$ cat src/rtl/cp0_vec_pkg.sv
// -----------------------------------------------------------------------------
// cp0_vec_pkg
//   Shared definitions for the vectored coprocessor-0:
//   - CP0 register addresses (COUNT, COMPARE, STATUS, CAUSE, EPC, EHBR)
//   - STATUS / CAUSE field positions
//   - EXE-stage CP0 operation encodings
// -----------------------------------------------------------------------------
package cp0_vec_pkg;

   // Register addresses
   localparam logic [4:0] CP0_COUNT   = 5'd9;
   localparam logic [4:0] CP0_COMPARE = 5'd11;
   localparam logic [4:0] CP0_STATUS  = 5'd12;
   localparam logic [4:0] CP0_CAUSE   = 5'd13;
   localparam logic [4:0] CP0_EPC     = 5'd14;
   localparam logic [4:0] CP0_EHBR    = 5'd15;

   // STATUS fields
   localparam int STATUS_IE_BIT  = 0;
   localparam int STATUS_EXL_BIT = 1;
   localparam int STATUS_IM_LSB  = 8;

   // CAUSE fields
   localparam int CAUSE_CODE_LSB = 2;
   localparam int CAUSE_CODE_W   = 5;
   localparam int CAUSE_IP_LSB   = 8;

   // CP0 operation issued from EXE
   typedef enum logic [1:0] {
      EXE_CP_NONE  = 2'd0,
      EXE_CP_STORE = 2'd1,
      EXE_CP0_ERET = 2'd2
   } cp0_oper_e;

endpackage

$ cat src/rtl/cp0_vec_if.sv
// -----------------------------------------------------------------------------
// cp0_vec_if
//   Pipeline <-> CP0 bus.
//   master (pipeline): drives oper, addr_r, addr_w, data_w, ir_en, ir_in,
//                      ret_addr; receives data_r, jump_en, jump_addr, exl.
//   slave  (cp0_vec) : the mirror image.
// -----------------------------------------------------------------------------
interface cp0_vec_if #(
   parameter int NUM_IRQ = 6,
   parameter int DATA_W  = 32
);
   import cp0_vec_pkg::*;

   cp0_oper_e           oper;      // EXE-stage CP0 operation
   logic [4:0]          addr_r;    // ID-stage read address
   logic [DATA_W-1:0]   data_r;    // read data, combinational from addr_r
   logic [4:0]          addr_w;    // EXE-stage write address
   logic [DATA_W-1:0]   data_w;    // EXE-stage write data
   logic                ir_en;     // pipeline can accept an interrupt now
   logic [NUM_IRQ-1:0]  ir_in;     // external level requests
   logic [DATA_W-1:0]   ret_addr;  // PC saved into EPC on interrupt take
   logic                jump_en;   // redirect fetch
   logic [DATA_W-1:0]   jump_addr; // redirect target
   logic                exl;       // handler active

   modport master (
      output oper, addr_r, addr_w, data_w, ir_en, ir_in, ret_addr,
      input  data_r, jump_en, jump_addr, exl
   );

   modport slave (
      input  oper, addr_r, addr_w, data_w, ir_en, ir_in, ret_addr,
      output data_r, jump_en, jump_addr, exl
   );

endinterface

$ cat src/rtl/cp0_irq_arb.sv
// -----------------------------------------------------------------------------
// cp0_irq_arb
//   Purely combinational lowest-index-first priority encoder over the
//   masked pending vector.
//   pending, mask : N request / enable bits
//   any           : at least one request is pending and enabled
//   idx           : index of the winning request (0 when any == 0)
// -----------------------------------------------------------------------------
module cp0_irq_arb #(
   parameter int N = 7
) (
   input  logic [N-1:0] pending,
   input  logic [N-1:0] mask,
   output logic         any,
   output logic [4:0]   idx
);

   logic [N-1:0] req;

   assign req = pending & mask;
   assign any = |req;

   // NOTE: idx gets a default before the loop so every path assigns it and
   //       no latch is inferred.
   always_comb begin
      idx = '0;
      // Walk downwards so the last hit, the lowest index, wins.
      for (int i = N - 1; i >= 0; i--) begin
         if (req[i]) idx = 5'(i);
      end
   end

endmodule

$ cat src/rtl/cp0_vec.sv
// -----------------------------------------------------------------------------
// cp0_vec
//   Coprocessor-0 with NUM_IRQ masked external interrupt lines plus a
//   COUNT/COMPARE timer line (index NUM_IRQ, lowest priority), vectored
//   handler entry at EHBR + (idx << VEC_SHIFT), EXL re-entry lock and ERET.
//   clk, rst : clock, synchronous active-high reset
//   bus      : cp0_vec_if.slave (reads in ID, writes/ERET in EXE, take in MEM)
// -----------------------------------------------------------------------------
module cp0_vec
   import cp0_vec_pkg::*;
#(
   parameter int NUM_IRQ   = 6,
   parameter int VEC_SHIFT = 5,
   parameter int DATA_W    = 32
) (
   input  logic     clk,
   input  logic     rst,
   cp0_vec_if.slave bus
);

   localparam int NP = NUM_IRQ + 1;   // external lines plus timer

   logic [DATA_W-1:0] count_q,   count_d;
   logic [DATA_W-1:0] compare_q, compare_d;
   logic [DATA_W-1:0] epc_q,     epc_d;
   logic [DATA_W-1:0] ehbr_q,    ehbr_d;
   logic              ie_q,      ie_d;
   logic              exl_q,     exl_d;
   logic [NP-1:0]     im_q,      im_d;
   logic [NP-1:0]     pend_q,    pend_d;
   logic [4:0]        code_q,    code_d;

   logic              arb_any;
   logic [4:0]        arb_idx;
   logic              ir;
   logic              store_en;
   logic              eret_en;
   logic [DATA_W-1:0] vec_addr;

   cp0_irq_arb #(.N(NP)) u_arb (
      .pending (pend_q),
      .mask    (im_q),
      .any     (arb_any),
      .idx     (arb_idx)
   );

   // Interrupt take outranks ERET and STORE; those two are exclusive by
   // encoding, so a STORE can never coincide with an ERET.
   assign ir       = bus.ir_en & ie_q & ~exl_q & arb_any;
   assign store_en = (bus.oper == EXE_CP_STORE) & ~ir;
   assign eret_en  = (bus.oper == EXE_CP0_ERET) & ~ir;
   assign vec_addr = ehbr_q + (DATA_W'(arb_idx) << VEC_SHIFT);

   // -------------------------------------------------------------------------
   // Next-state logic
   // -------------------------------------------------------------------------
   always_comb begin
      count_d   = count_q + 1'b1;   // wraps naturally at 2^DATA_W
      compare_d = compare_q;
      epc_d     = epc_q;
      ehbr_d    = ehbr_q;
      ie_d      = ie_q;
      exl_d     = exl_q;
      im_d      = im_q;
      code_d    = code_q;
      pend_d    = pend_q;

      // External lines: W1C clear first, then a same-cycle request re-sets.
      if (store_en && bus.addr_w == CP0_CAUSE) begin
         pend_d[NUM_IRQ-1:0] = pend_q[NUM_IRQ-1:0] & ~bus.data_w[CAUSE_IP_LSB +: NUM_IRQ];
      end
      pend_d[NUM_IRQ-1:0] = pend_d[NUM_IRQ-1:0] | bus.ir_in;

      // Timer line: set on match, then a COMPARE write clears (clear wins).
      if (count_q == compare_q) pend_d[NUM_IRQ] = 1'b1;
      if (store_en && bus.addr_w == CP0_COMPARE) pend_d[NUM_IRQ] = 1'b0;

      if (store_en) begin
         unique case (bus.addr_w)
            CP0_COUNT:   count_d   = bus.data_w;
            CP0_COMPARE: compare_d = bus.data_w;
            CP0_STATUS: begin
               ie_d  = bus.data_w[STATUS_IE_BIT];
               exl_d = bus.data_w[STATUS_EXL_BIT];
               im_d  = bus.data_w[STATUS_IM_LSB +: NP];
            end
            CP0_EPC:     epc_d     = bus.data_w;
            CP0_EHBR:    ehbr_d    = bus.data_w;
            default: ;   // CAUSE handled above; other addresses ignored
         endcase
      end

      if (eret_en) exl_d = 1'b0;

      // The pending bit stays set; the handler clears it through CAUSE.
      if (ir) begin
         epc_d  = bus.ret_addr;
         exl_d  = 1'b1;
         code_d = arb_idx;
      end
   end

   // -------------------------------------------------------------------------
   // State
   // -------------------------------------------------------------------------
   // NOTE: state updates use non-blocking assignments so every flop samples
   //       the pre-edge value of every other flop, independent of order.
   always_ff @(posedge clk) begin
      if (rst) begin
         count_q   <= '0;
         compare_q <= '0;
         epc_q     <= '0;
         ehbr_q    <= '0;
         ie_q      <= 1'b0;
         exl_q     <= 1'b0;
         im_q      <= '0;
         pend_q    <= '0;
         code_q    <= '0;
      end else begin
         count_q   <= count_d;
         compare_q <= compare_d;
         epc_q     <= epc_d;
         ehbr_q    <= ehbr_d;
         ie_q      <= ie_d;
         exl_q     <= exl_d;
         im_q      <= im_d;
         pend_q    <= pend_d;
         code_q    <= code_d;
      end
   end

   // -------------------------------------------------------------------------
   // Outputs
   // -------------------------------------------------------------------------
   always_comb begin
      bus.jump_en   = ~rst & (ir | eret_en);
      bus.jump_addr = '0;
      if (bus.jump_en) bus.jump_addr = ir ? vec_addr : epc_q;
   end

   assign bus.exl = exl_q;

   always_comb begin
      bus.data_r = '0;
      unique case (bus.addr_r)
         CP0_COUNT:   bus.data_r = count_q;
         CP0_COMPARE: bus.data_r = compare_q;
         CP0_STATUS: begin
            bus.data_r[STATUS_IE_BIT]          = ie_q;
            bus.data_r[STATUS_EXL_BIT]         = exl_q;
            bus.data_r[STATUS_IM_LSB +: NP]    = im_q;
         end
         CP0_CAUSE: begin
            bus.data_r[CAUSE_IP_LSB +: NP]             = pend_q;
            bus.data_r[CAUSE_CODE_LSB +: CAUSE_CODE_W] = code_q;
         end
         CP0_EPC:     bus.data_r = epc_q;
         CP0_EHBR:    bus.data_r = ehbr_q;
         default: ;
      endcase
   end

endmodule
$ cat src/flat_wrapper.sv
// flat-port wrapper written by rule: the top's interface ports become plain ports
module cp0_vec_flat import cp0_vec_pkg::*;
#(
   parameter int NUM_IRQ   = 6,
   parameter int VEC_SHIFT = 5,
   parameter int DATA_W    = 32
)
  (clk, rst, bus_oper, bus_addr_r, bus_addr_w, bus_data_w, bus_ir_en, bus_ir_in, bus_ret_addr, bus_data_r, bus_jump_en, bus_jump_addr, bus_exl);
  cp0_vec_if #(.NUM_IRQ(NUM_IRQ), .DATA_W(DATA_W)) bus_i ();
  input  logic clk;
  input  logic rst;
  input wire logic [$bits(bus_i.oper)-1:0] bus_oper;
  input wire logic [$bits(bus_i.addr_r)-1:0] bus_addr_r;
  input wire logic [$bits(bus_i.addr_w)-1:0] bus_addr_w;
  input wire logic [$bits(bus_i.data_w)-1:0] bus_data_w;
  input wire logic [$bits(bus_i.ir_en)-1:0] bus_ir_en;
  input wire logic [$bits(bus_i.ir_in)-1:0] bus_ir_in;
  input wire logic [$bits(bus_i.ret_addr)-1:0] bus_ret_addr;
  output wire logic [$bits(bus_i.data_r)-1:0] bus_data_r;
  output wire logic [$bits(bus_i.jump_en)-1:0] bus_jump_en;
  output wire logic [$bits(bus_i.jump_addr)-1:0] bus_jump_addr;
  output wire logic [$bits(bus_i.exl)-1:0] bus_exl;
  assign bus_i.oper = bus_oper;
  assign bus_i.addr_r = bus_addr_r;
  assign bus_i.addr_w = bus_addr_w;
  assign bus_i.data_w = bus_data_w;
  assign bus_i.ir_en = bus_ir_en;
  assign bus_i.ir_in = bus_ir_in;
  assign bus_i.ret_addr = bus_ret_addr;
  assign bus_data_r = bus_i.data_r;
  assign bus_jump_en = bus_i.jump_en;
  assign bus_jump_addr = bus_i.jump_addr;
  assign bus_exl = bus_i.exl;
  cp0_vec #(.NUM_IRQ(NUM_IRQ), .VEC_SHIFT(VEC_SHIFT), .DATA_W(DATA_W)) u_core (.clk(clk), .rst(rst), .bus(bus_i));
endmodule
$ cat config.mk
export PLATFORM = sky130hd
export DESIGN_NAME = cp0_vec_flat
export DESIGN_NICKNAME = d
export VERILOG_FILES = /design/src/rtl/cp0_vec_pkg.sv /design/src/rtl/cp0_vec_if.sv /design/src/rtl/cp0_irq_arb.sv /design/src/rtl/cp0_vec.sv /design/src/flat_wrapper.sv
export SDC_FILE = /design/constraint.sdc
export NUM_CORES = 1
export LEC_CHECK = 0
export ABC_AREA = 1
export CORE_ASPECT_RATIO = 0.8
export CORE_MARGIN = 5
export CORE_UTILIZATION = 38
export CTS_CLUSTER_DIAMETER = 30
export DETAILED_ROUTE_END_ITERATION = 7
export DONT_BUFFER_PORTS = 1
export PLACE_DENSITY = 0.56
export SLEW_MARGIN = 20
export SYNTH_ARGS = -nofsm -noshare
export SYNTH_HDL_FRONTEND = slang
export SYNTH_SLANG_ARGS = --single-unit
$ cat constraint.sdc
create_clock -name clk -period 4.4 [get_ports clk]
set_clock_uncertainty 0.05 [all_clocks]
set_input_delay 1.32 -clock clk [delete_from_list [all_inputs] [get_ports clk]]
set_output_delay 1.32 -clock clk [all_outputs]
set_load 0.005 [all_outputs]
==> run summary <==
The run finished with clean final reports. The per-cell routed wire length came out at 20.2 µm. Synthesis produced a netlist with a net count of 1,614. The share of cells above drive strength 1 came out at 8.07%. The wire length of the first global-routing pass came out at 56,400 µm. For this run, the leading register cell type out of synthesis is dfxtp_1. The layout overhead on the synthesized area is 10.7%. The adder and majority cell fraction of the synthesized area is less than 1%. The clock network latency to the later pin of the worst-skew pair is 0.44 ns. The initial antenna violation count came to 0. The count of endpoints failing setup in the final report is 0. The power per unit of standard cell area came out at 289 nW/µm². The xor and xnor area share after synthesis is 3.96%. The number of levels the H-tree was split into came out at 4. The number of fillers in the final layout came out at 2,669. The largest individual stage delay along the critical path comes from the cell fa_2.

The clock slew seen by the registers of the worst setup and hold paths came out at 0.06 ns. The TritonCTS clock tree is yes. The initial cell density of the core is about two fifths.

The portion of netlist area occupied by mux cells came out at 0%. The placeable core region came out at 24,500 µm². For this run, the slowest stage of the critical path takes 0.38 ns. Each instance of the synthesized netlist takes up on average 6.24 µm². The area share of the largest cell type after synthesis is 30.9%. The number of pins with negative max-slew slack in the final report is 0. The vias after detailed routing is 10,100. The synthesized design contains 0 enable-type register cells. The final critical-path setup slack came out at around 0.18 ns. The number of library cell types mapped by synthesis came out at 45. The number of I/O port buffers came out at 0. STA classifies the critical path endpoint as an output pin.

Timing would allow up to 237 MHz. The final layout contains routed wiring with a total length of around 37,000 µm. VDD sags by at most between 0.2 and 0.3 mV.

The top cell types in the final layout, fill and taps aside, are nand2_1 (368), nor2_1 (250), inv_1 (151), dfxtp_1 (146), o21ai_0 (100). Leaving out fill and tap cells, the most frequent cell in the layout is nand2_1. By startpoint and endpoint, the worst setup path is classified as flip-flop to output pin.

Once detail routing completed, the nets flagged for antenna violations numbered 0. Global routing finished with a remaining overflow of 0. The actual transition at the worst max-transition pin came out at 0.742 ns. During I/O placement, the number of pins put on the boundary was 151.

The die outline area is 28,300 µm². The total global-route track usage came out at about 26%. The count of antenna diodes in the layout is 0. After synthesis the cells add up to between 9000 and 10,000 µm².

The hold violation count in the final report is 0. With fillers left out, the area of the finished cells amounts to 10,500 µm². The critical path goes through nand2_1 > nand3_1 > nand2_1 > nand2_1 > a21boi_1 > ha_1 > inv_1 > fa_2 > o21ai_4 > nand2_2 > nor2_1 > xor2_1 > a21oi_1. The longest clock path from root to sink contains 2 buffers. The routability congestion estimate came out at 0.966. The cell count of the worst reg-to-reg path is 9. Summed over all instances, the cell type with the most area after synthesis is dfxtp_1. The max-capacitance violation count is 0.

The portion of the post-synthesis area used by sequential elements is 30.9%. The post-route fraction of the period consumed by the critical path is between 90% and 100%. The compound-gate portion of the synthesized area is 19.2%. The tightest min-delay check is of the flip-flop to flip-flop type. The clock buffer count from CTS came out at 17. The detail-routed via count per cell is approximately 5.5. The pre-CTS setup slack came out at 0.377 ns. The number of placement rows came out at a little over 50. The final period demand of the worst path came out at between 4 and 5 ns. The overall power is 3.05 mW. The number of iterations in the first detailed-routing pass came out at 5. Of the total synthesized cell area, the portion taken by AND, OR, NAND and NOR gates is 34.8%. The arrival time of the worst setup path came out at 2.85 ns.

The largest fanout on the critical path is 5. Entering global routing, the biggest net connects a little under 90 pins. STA classifies the critical path startpoint as a flip-flop. The cell that appears most often on the critical path is nand2_1.

Yosys printed 0 warnings. The worst max-slew margin expressed relative to the limit came out at 50.5%. The data required time of the critical path is between 3 and 4 ns.

The net count of the finished layout came out at about 1,600. The via count of the first global-routing pass is 9,175. The post-detailed-placement half-perimeter wirelength is about 28,000 µm. After technology mapping, the gate count stands at 1,524. Summing all placed instances gives a cell area of 9870 µm².

In the synthesized netlist the async set-or-reset flop fraction comes to 0%. After synthesis, the largest family of logic cells by area is simple AND/OR/NAND/NOR gates. The number of flip-flops and latches in the synthesized netlist came out at 147. After synthesis, the cell types taking the most area are dfxtp_1 (31%), nand2_1 (15%), nor2_1 (10%). The leakage dissipation is 3.98 nW.

The worst hold path passes through 2 cells. The tree is rooted in a clkbuf_16. For this design, the sink count on the clock tree is 147. The detailed router's first-iteration violation count is ~980. The die width is 187 µm. The overall die height is roughly 150 µm. The DRC violation count after routing came out at 0.
routing by layer:
layer,up-vias,track usage (%),part of all wire (%)
met5,-,0,0
met3,65,8.11,9.4
met2,420,38.9,42
li1,4937,-,-
met4,0,9.83,3.4
met1,4643,34.9,45
power by group:
part | switching, mW | total (mW) | internal [mW]
Sequential | 0.0185 | 1.37 | 1.35
Clock | 0.620 | 1.55 | 0.932
Combinational | 0.0892 | 0.128 | 0.0386
cells in the mapped netlist (25+ instances only):
| cell | count |
|---|---|
| o21ai_0 | 100 |
| nor2_1 | 254 |
| clkbuf_1 | 33 |
| dfxtp_1 | 147 |
| nand2_1 | 369 |
| inv_1 | 152 |
| a21oi_1 | 92 |
| a22oi_1 | 29 |
| a211oi_1 | 30 |
| nand3_1 | 94 |
| buf_2 | 25 |
| xnor2_1 | 31 |
metrics by stage:
step	setup TNS [ns]	std cells	hold slack, ns	util, %
global placement	0	1809	0.405	40.3
detailed placement	0	1809	0.405	40.3
global route	-0.00978	1843	0.427	43.0
finish	0	1843	0.418	43.0
floorplan	0	1524	0.393	-
CTS	0	1841	0.414	42.8
logic make-up (layout without fill, tap and decap cells):
logic type | after synthesis | count (layout)
compound gates | 313 | 313
xor+xnor | 43 | 43
fa+ha+maj | 5 | 5
buf+inv | 234 | 235
flops | 147 | 147
simple gates | 782 | 782
critical path, delay by kind of cell (launching register included):
kind,cells,cell delay (ns)
simple gates,6,0.70
compound gates,3,0.64
fa+ha+maj,2,0.58
flops,1,0.32
xor+xnor,1,0.12
buf+inv,1,0.06
cell type report:
type                       count  area [µm²]  share of cell area, %
clock inverter                10         130                   1.24
inverter                     161         604                   5.74
timing repair buffer          42         340                   3.23
tap                          318         398                   3.78
sequential                   147        2940                   28.0
clock buffer                  22         474                   4.50
multi-input combinational   1143        5640                   53.5
state kept, by name (all words and copies together), names as in the netlist:
| signal | flops |
|---|---|
| u_core.count_q | 32 |
| u_core.bus.exl | 1 |
| u_core.compare_q | 32 |
| u_core.ehbr_q | 32 |
| u_core.pend_q | 7 |
| u_core.code_q | 3 |
| u_core.epc_q | 32 |
| u_core.im_q | 7 |
| u_core.ie_q | 1 |
final timing paths:
path                         start                end  slack (ns)
setup / recovery  u_core.pend_q[4]  bus_jump_addr[21]        0.18
hold / removal    u_core.code_q[2]   u_core.code_q[2]        0.42
setup reg to reg  u_core.pend_q[1]  u_core.ehbr_q[27]        1.60
hold reg to reg   u_core.code_q[2]   u_core.code_q[2]        0.42
repair_timing:
action                                  in CTS  in global routing
endpoints found under the setup margin       7                 11
pin swaps                                    0                  3
hold buffers                                 0                  0
setup buffers                                0                  2
resized for setup                            3                  9
(Power assumes the default switching activity.)
==> patch 1 (same settings) <==
Reset style: asynchronous (`rst`), changed in one clocked block. Comments in the files are not updated.
--- a/src/rtl/cp0_vec.sv
+++ b/src/rtl/cp0_vec.sv
@@ -105,7 +105,7 @@
    // -------------------------------------------------------------------------
    // NOTE: state updates use non-blocking assignments so every flop samples
    //       the pre-edge value of every other flop, independent of order.
-   always_ff @(posedge clk) begin
+   always_ff @(posedge clk or posedge rst) begin
       if (rst) begin
          count_q   <= '0;
          compare_q <= '0;
Check against the original RTL: differs if rst is asserted again (counterexample within 4 cycles, from zero or initial values and one cycle with rst high); with rst held inactive, the same outputs for 4 cycles.
==> patch 1 against the unedited design <==
Wire length decreased by 1.7%; synthesized area increased by 3.5%; worst setup slack better by 0.026 ns; cell count decreased by 2.7%; count of clock-buffer cells in the layout is 3 lower; sequential cell count is the same; final area up 2.5%; critical path depth decreased by 1; register-to-register slack worse by 0.07 ns; sequential share of layout area grew 6.1 points; die area up 3.3%; critical path type unchanged; largest cell class unchanged; highest routed layer is now met5.
Power is not compared: it rests on default switching activity, and its combinational part moved more than twofold at a synthesized area within 25%.
==> patch 1: results (changes against the unedited design) <==
- Synth Area in Compound Gates: 15.96% (was 19.22%)
- WHS Endpoint: u_core.im_q[6]$_DFFE_PP0P_ (was u_core.code_q[2]$_SDFFE_PP0P_)
- GRT Util Overall: 24.51% (was 25.84%)
- Avg WL per Cell: 20.35 um (was 20.15 um)
- Crit share post-route: 95.43% (was 96.02%)
- Synth cell types: 47 (was 45)
- Worst R2R Start: u_core.pend_q[1]$_DFF_PP0_ (was u_core.pend_q[1]$_SDFF_PP0_)
- Vias per cell: 5.362 (was 5.461)
- Filler instances: 2,692 (was 2,669)
- Slew @ Worst Pin: 1.001 ns (was 0.7422 ns)
- Antenna violations before repair: 4 (was 0)
- Average size of a mapped cell: 6.820 um2 (was 6.240 um2)
- Reg-to-reg slack, setup: 1.53 ns (was 1.60 ns)
- Met2 Use GR: 37.79% (was 38.93%)
- Reg2reg end: u_core.count_q[2]$_DFF_PP0_ (was u_core.ehbr_q[27]$_SDFFE_PP0P_)
- Routed met2 length: 16,090 um (was 15,650 um)
- Setup Slack @ Placement: 0.3931 ns (was 0.3768 ns)
- Port Buffer Count: 0 (unchanged)
- Max Root-Sink Buffers: 2 (unchanged)
- Status: finished, final reports clean (unchanged)
- Routability cong.: 0.9145 (was 0.9657)
- Seq/Total Area, Yosys: 37.38% (was 30.94%)
- CP max-delay cell: dfrtp_1 (was fa_2)
- Met3 global-route usage: 7.502% (was 8.108%)
- Number of global-route vias before repair: 8,944 (was 9,175)
- DR top layer: met5 (was met4)
- M1 GR Usage: 34.55% (was 34.87%)
- Final #Nets: 1,519 (was 1,602)
- Top cells by area, synth: dfrtp_1 37%, nand2_1 18%, o21ai_0 6.2% (was dfxtp_1 31%, nand2_1 15%, nor2_1 10%)
- Layout cells sized above 1: 8.946% (was 8.066%)
- Placed cell area: 0.01014 mm2 (was 0.009872 mm2)
- Post-synth top cells: 463 x nand2_1, 159 x inv_1, 147 x dfrtp_1, 143 x nor2_1, 122 x o21ai_0 (was 369 x nand2_1, 254 x nor2_1, 152 x inv_1, 147 x dfxtp_1, 100 x o21ai_0)
- # placed instances: 1,760 (was 1,809)
- Synth Area in XOR/XNOR: 3.382% (was 3.960%)
- DP HPWL: 27,440 um (was 27,600 um)
- First-pass GRT wire length: 55,060 um (was 56,450 um)
- Slowest stage delay, CP: 0.42 ns (was 0.38 ns)
- Met3 Wirelength: 3646 um (was 3478 um)
- Number of DRC markers in iteration 0: 996 (was 976)
- Worst hold start: u_core.im_q[6]$_DFFE_PP0P_ (was u_core.code_q[2]$_SDFFE_PP0P_)
- DRT met1 WL: 16,310 um (was 16,740 um)
## patch 1: cell count changes after synthesis, sizes merged, moves of 19 or more
cell / change
clkbuf: -20
dfxtp: -147
o22ai: +19
nand2: +93
o21ai: +57
nor2: -117
a21oi: -29
a22oi: -29
dfrtp: +147
a211oi: -30
## patch 1: kinds of logic after synthesis
kind of cell | Yosys count
AO/OA/AOI/OAI | 280
XOR/XNOR | 38
adder cells (fa/ha/maj) | 5
buffers and inverters | 220
flip-flops | 147
AND/OR/NAND/NOR | 753
## patch 1: cell type report
class | instances | area [um2] | share of cell area, %
inverters | 166 | 629.4 | 5.833
clock inverters | 13 | 150.1 | 1.392
clock buffers | 19 | 442.9 | 4.105
multi-input cells | 1076 | 5254 | 48.70
repair buffers | 21 | 195.2 | 1.809
flip-flops and latches | 147 | 3679 | 34.09
well taps | 351 | 439.2 | 4.071
## patch 1: power by group through the flow
stage	clock network [uW]	registers, uW	logic, uW
6_report	1500	2080	1160
5_1_grt	1590	2120	1330
4_1_cts	1520	2070	1160
3_5_place_dp	0	2090	1140
3_3_place_gp	0	2090	1130
2_1_floorplan	0	1950	920
## patch 1: worst max-delay path by stage
stage / start / endpoint / cells past startpoint
6_report: u_core.pend_q[1]$_DFF_PP0_ / bus_jump_addr[14] / 12
5_1_grt: u_core.pend_q[1]$_DFF_PP0_ / bus_jump_addr[8] / 12
4_1_cts: u_core.pend_q[4]$_DFF_PP0_ / bus_jump_addr[21] / 19
3_5_place_dp: u_core.pend_q[4]$_DFF_PP0_ / bus_jump_addr[19] / 16
3_3_place_gp: bus_addr_r[4] / bus_data_r[6] / 8
2_1_floorplan: rst / bus_jump_addr[11] / 5
## patch 1: repair_timing
action,4_1_cts,5_1_grt
hold buffers,0,0
endpoints found under the setup margin,6,12
setup buffers,0,1
gates resized for setup,3,14
==> patch 2 (same flow settings) <==
Made on the original files. Change the package constant `STATUS_IM_LSB` from 8 to 12.
--- a/src/rtl/cp0_vec_pkg.sv
+++ b/src/rtl/cp0_vec_pkg.sv
@@ -18,7 +18,7 @@
    // STATUS fields
    localparam int STATUS_IE_BIT  = 0;
    localparam int STATUS_EXL_BIT = 1;
-   localparam int STATUS_IM_LSB  = 8;
+   localparam int STATUS_IM_LSB  = 12;
 
    // CAUSE fields
    localparam int CAUSE_CODE_LSB = 2;
Check against the original RTL: not equivalent (a bounded check fails within 4 cycles, from zero or initial values and one cycle with rst high).
==> patch 2 against the unedited design <==
Wire length up 1.8%; final area up 0.24%; worst setup slack better by 0.016 ns; sequential power about the same; first-iteration DRC count up 32%; total power down 4.1%; synthesized area up 2.0%; sequential share of layout area down 0.066 points; sequential cell count unchanged; non-clock buffer count down 18; largest cell class unchanged; highest routed layer unchanged.
==> patch 2: results (changes against the unedited design) <==
- First-pass DRT Iterations: 5 (unchanged)
- M1 GR Usage: 38.99% (was 34.87%)
- Crit Path Max Fanout: 6 (was 5)
- Met3 Wirelength: 3248 um (was 3478 um)
- Max IR drop VDD: 0.2402 mV (was 0.2839 mV)
- GRT Util Overall: 25.18% (was 25.84%)
- Number of DRC markers in iteration 0: 1,291 (was 976)
- DR top layer: met4 (unchanged)
- Routability cong.: 0.9873 (was 0.9657)
- Final Instance Count excl. Fillers: 1,995 (was 1,843)
- Hold WC Path Type: reg2reg (unchanged)
- CTS Root Cell: clkbuf_16 (unchanged)
- Seq/Total Area, Yosys: 30.33% (was 30.94%)
- H-tree Lvls: 4 (unchanged)
- Filler instances: 2,820 (was 2,669)
- Met2 Use GR: 35.46% (was 38.93%)
- Max Root-Sink Buffers: 2 (unchanged)
- Largest net degree at the start of global routing: 79 (was 87)
- CP max-delay cell: fa_2 (unchanged)
- Leakage power: 0.004775 uW (was 0.003976 uW)
- Max cap viols: 0 (unchanged)
- Met3 global-route usage: 5.540% (was 8.108%)
- Net Count, Synth: 1,776 (was 1,614)
- CP arrival: 2.84 ns (was 2.85 ns)
- Slew @ Worst Pin: 0.9603 ns (was 0.7422 ns)
- First-pass GRT wire length: 56,080 um (was 56,450 um)
- Layout cells sized above 1: 5.506% (was 8.066%)
- Port Buffer Count: 0 (unchanged)
- Skew-Pair Late Insertion Delay: 0.44 ns (about the same)
- Diode count: 0 (unchanged)
- Syn Inst Count: 1,686 (was 1,524)
- DP HPWL: 28,890 um (was 27,600 um)
- Post-synthesis async set-or-reset flop share: 0% (unchanged)
- Number of global-route vias before repair: 9,015 (was 9,175)
- Yosys warning count: 0 (unchanged)
- Total CTS buffers: 17 (unchanged)
- Clock transition at path regs: approximately 0.07 ns
- Top cells by area, synth: dfxtp_1 30%, nand2_1 20%, nor2_1 13% (was dfxtp_1 31%, nand2_1 15%, nor2_1 10%)
- Slowest stage delay, CP: 0.41 ns (was 0.38 ns)
- Post-synth EDFFs: 0 (unchanged)
- Total Wirelength: 37,810 um (was 37,140 um)
- DRT met1 WL: 18,600 um (was 16,740 um)
- Routed met2 length: 15,280 um (was 15,650 um)
- Area of the multi-input gates: 0.005732 mm2 (was 0.005637 mm2)
- Final #Nets: 1,748 (was 1,602)
- Status: finished, final reports clean (unchanged)
- Vias per cell: 5.167 (was 5.461)
- Synth cell types: 40 (was 45)
- Antenna violations before repair: 0 (unchanged)
- Post-synth top cells: 520 x nand2_1, 346 x nor2_1, 184 x inv_1, 147 x dfxtp_1, 104 x o21ai_1 (was 369 x nand2_1, 254 x nor2_1, 152 x inv_1, 147 x dfxtp_1, 100 x o21ai_0)
patch 2: cell count changes after synthesis, sizes merged, moves of 16 or more:
| cell | before | now |
|---|---|---|
| nand2 | 379 | 525 |
| a21oi | 93 | 67 |
| nand3 | 96 | 70 |
| a211oi | 30 | 0 |
| nor2 | 269 | 351 |
| a22oi | 29 | 0 |
| o21ai | 125 | 147 |
| o22ai | 4 | 20 |
| inv | 158 | 190 |
patch 2: report_power, final:
group	total (uW)	switching (uW)	internal, uW
clock	1420	660	761
combinational	132	89.1	43.2
sequential	1370	18.9	1350
total	2920	768	2150
patch 2: path summary, 6_finish.rpt:
check	endpoint	start	cells after the start	slack, ns
worst max-delay path	bus_jump_addr[15]	u_core.im_q[6]$_SDFFE_PP0P_	14	0.19
worst min register to register	u_core.code_q[2]$_SDFFE_PP0P_	u_core.code_q[2]$_SDFFE_PP0P_	2	0.42
worst max register to register	u_core.count_q[26]$_SDFF_PP0_	u_core.pend_q[1]$_SDFF_PP0_	10	2.03
worst min-delay path	u_core.code_q[2]$_SDFFE_PP0P_	u_core.code_q[2]$_SDFFE_PP0P_	2	0.42
patch 2: worst max-delay path, delay by kind of cell, from the launching register on:
family	cells	cell delay, ns
AND/OR/NAND/NOR	6	0.66
flip-flops	1	0.36
adder cells (fa/ha/maj)	1	0.41
buffers and inverters	4	0.45
AO/OA/AOI/OAI	3	0.53
patch 2: what timing repair did:
item / CTS / global route
setup buffers: 0 / 2
endpoints found under the setup margin: 10 / 10
pin swaps: 0 / 5
gates resized for setup: 2 / 14
endpoints found under the hold margin: 0 / 0
patch 2: stage by stage:
| step | setup TNS, ns | setup WS (ns) | area, um2 | hold WS [ns] |
|---|---|---|---|---|
| after floorplan | 0 | 0.7268 | 9702 | 0.3945 |
| after global placement | 0 | 0.3277 | 9943 | 0.4008 |
| after detailed placement | 0 | 0.2744 | 9943 | 0.4075 |
| after CTS | 0 | 0.01334 | 10510 | 0.4182 |
| after global routing | -0.1074 | -0.04379 | 10550 | 0.4476 |
| final | 0 | 0.1916 | 10550 | 0.4244 |
patch 2: layout make-up:
| type | count | share of cell area [%] |
|---|---|---|
| Clock inverter | 12 | 0.9248 |
| Multi-Input combinational cell | 1275 | 54.32 |
| Timing Repair Buffer | 24 | 1.826 |
| Clock buffer | 20 | 4.328 |
| Sequential cell | 147 | 27.90 |
| Inverter | 193 | 6.865 |
| Tap cell | 324 | 3.842 |
patch 2: cell families after synthesis:
logic type | after synthesis | share of synthesized area, %
buffers and inverters | 264 | 10.99
flip-flops | 147 | 30.33
XOR/XNOR | 41 | 3.701
adder cells (fa/ha/maj) | 5 | 0.7222
AO/OA/AOI/OAI | 254 | 13.93
AND/OR/NAND/NOR | 975 | 40.33
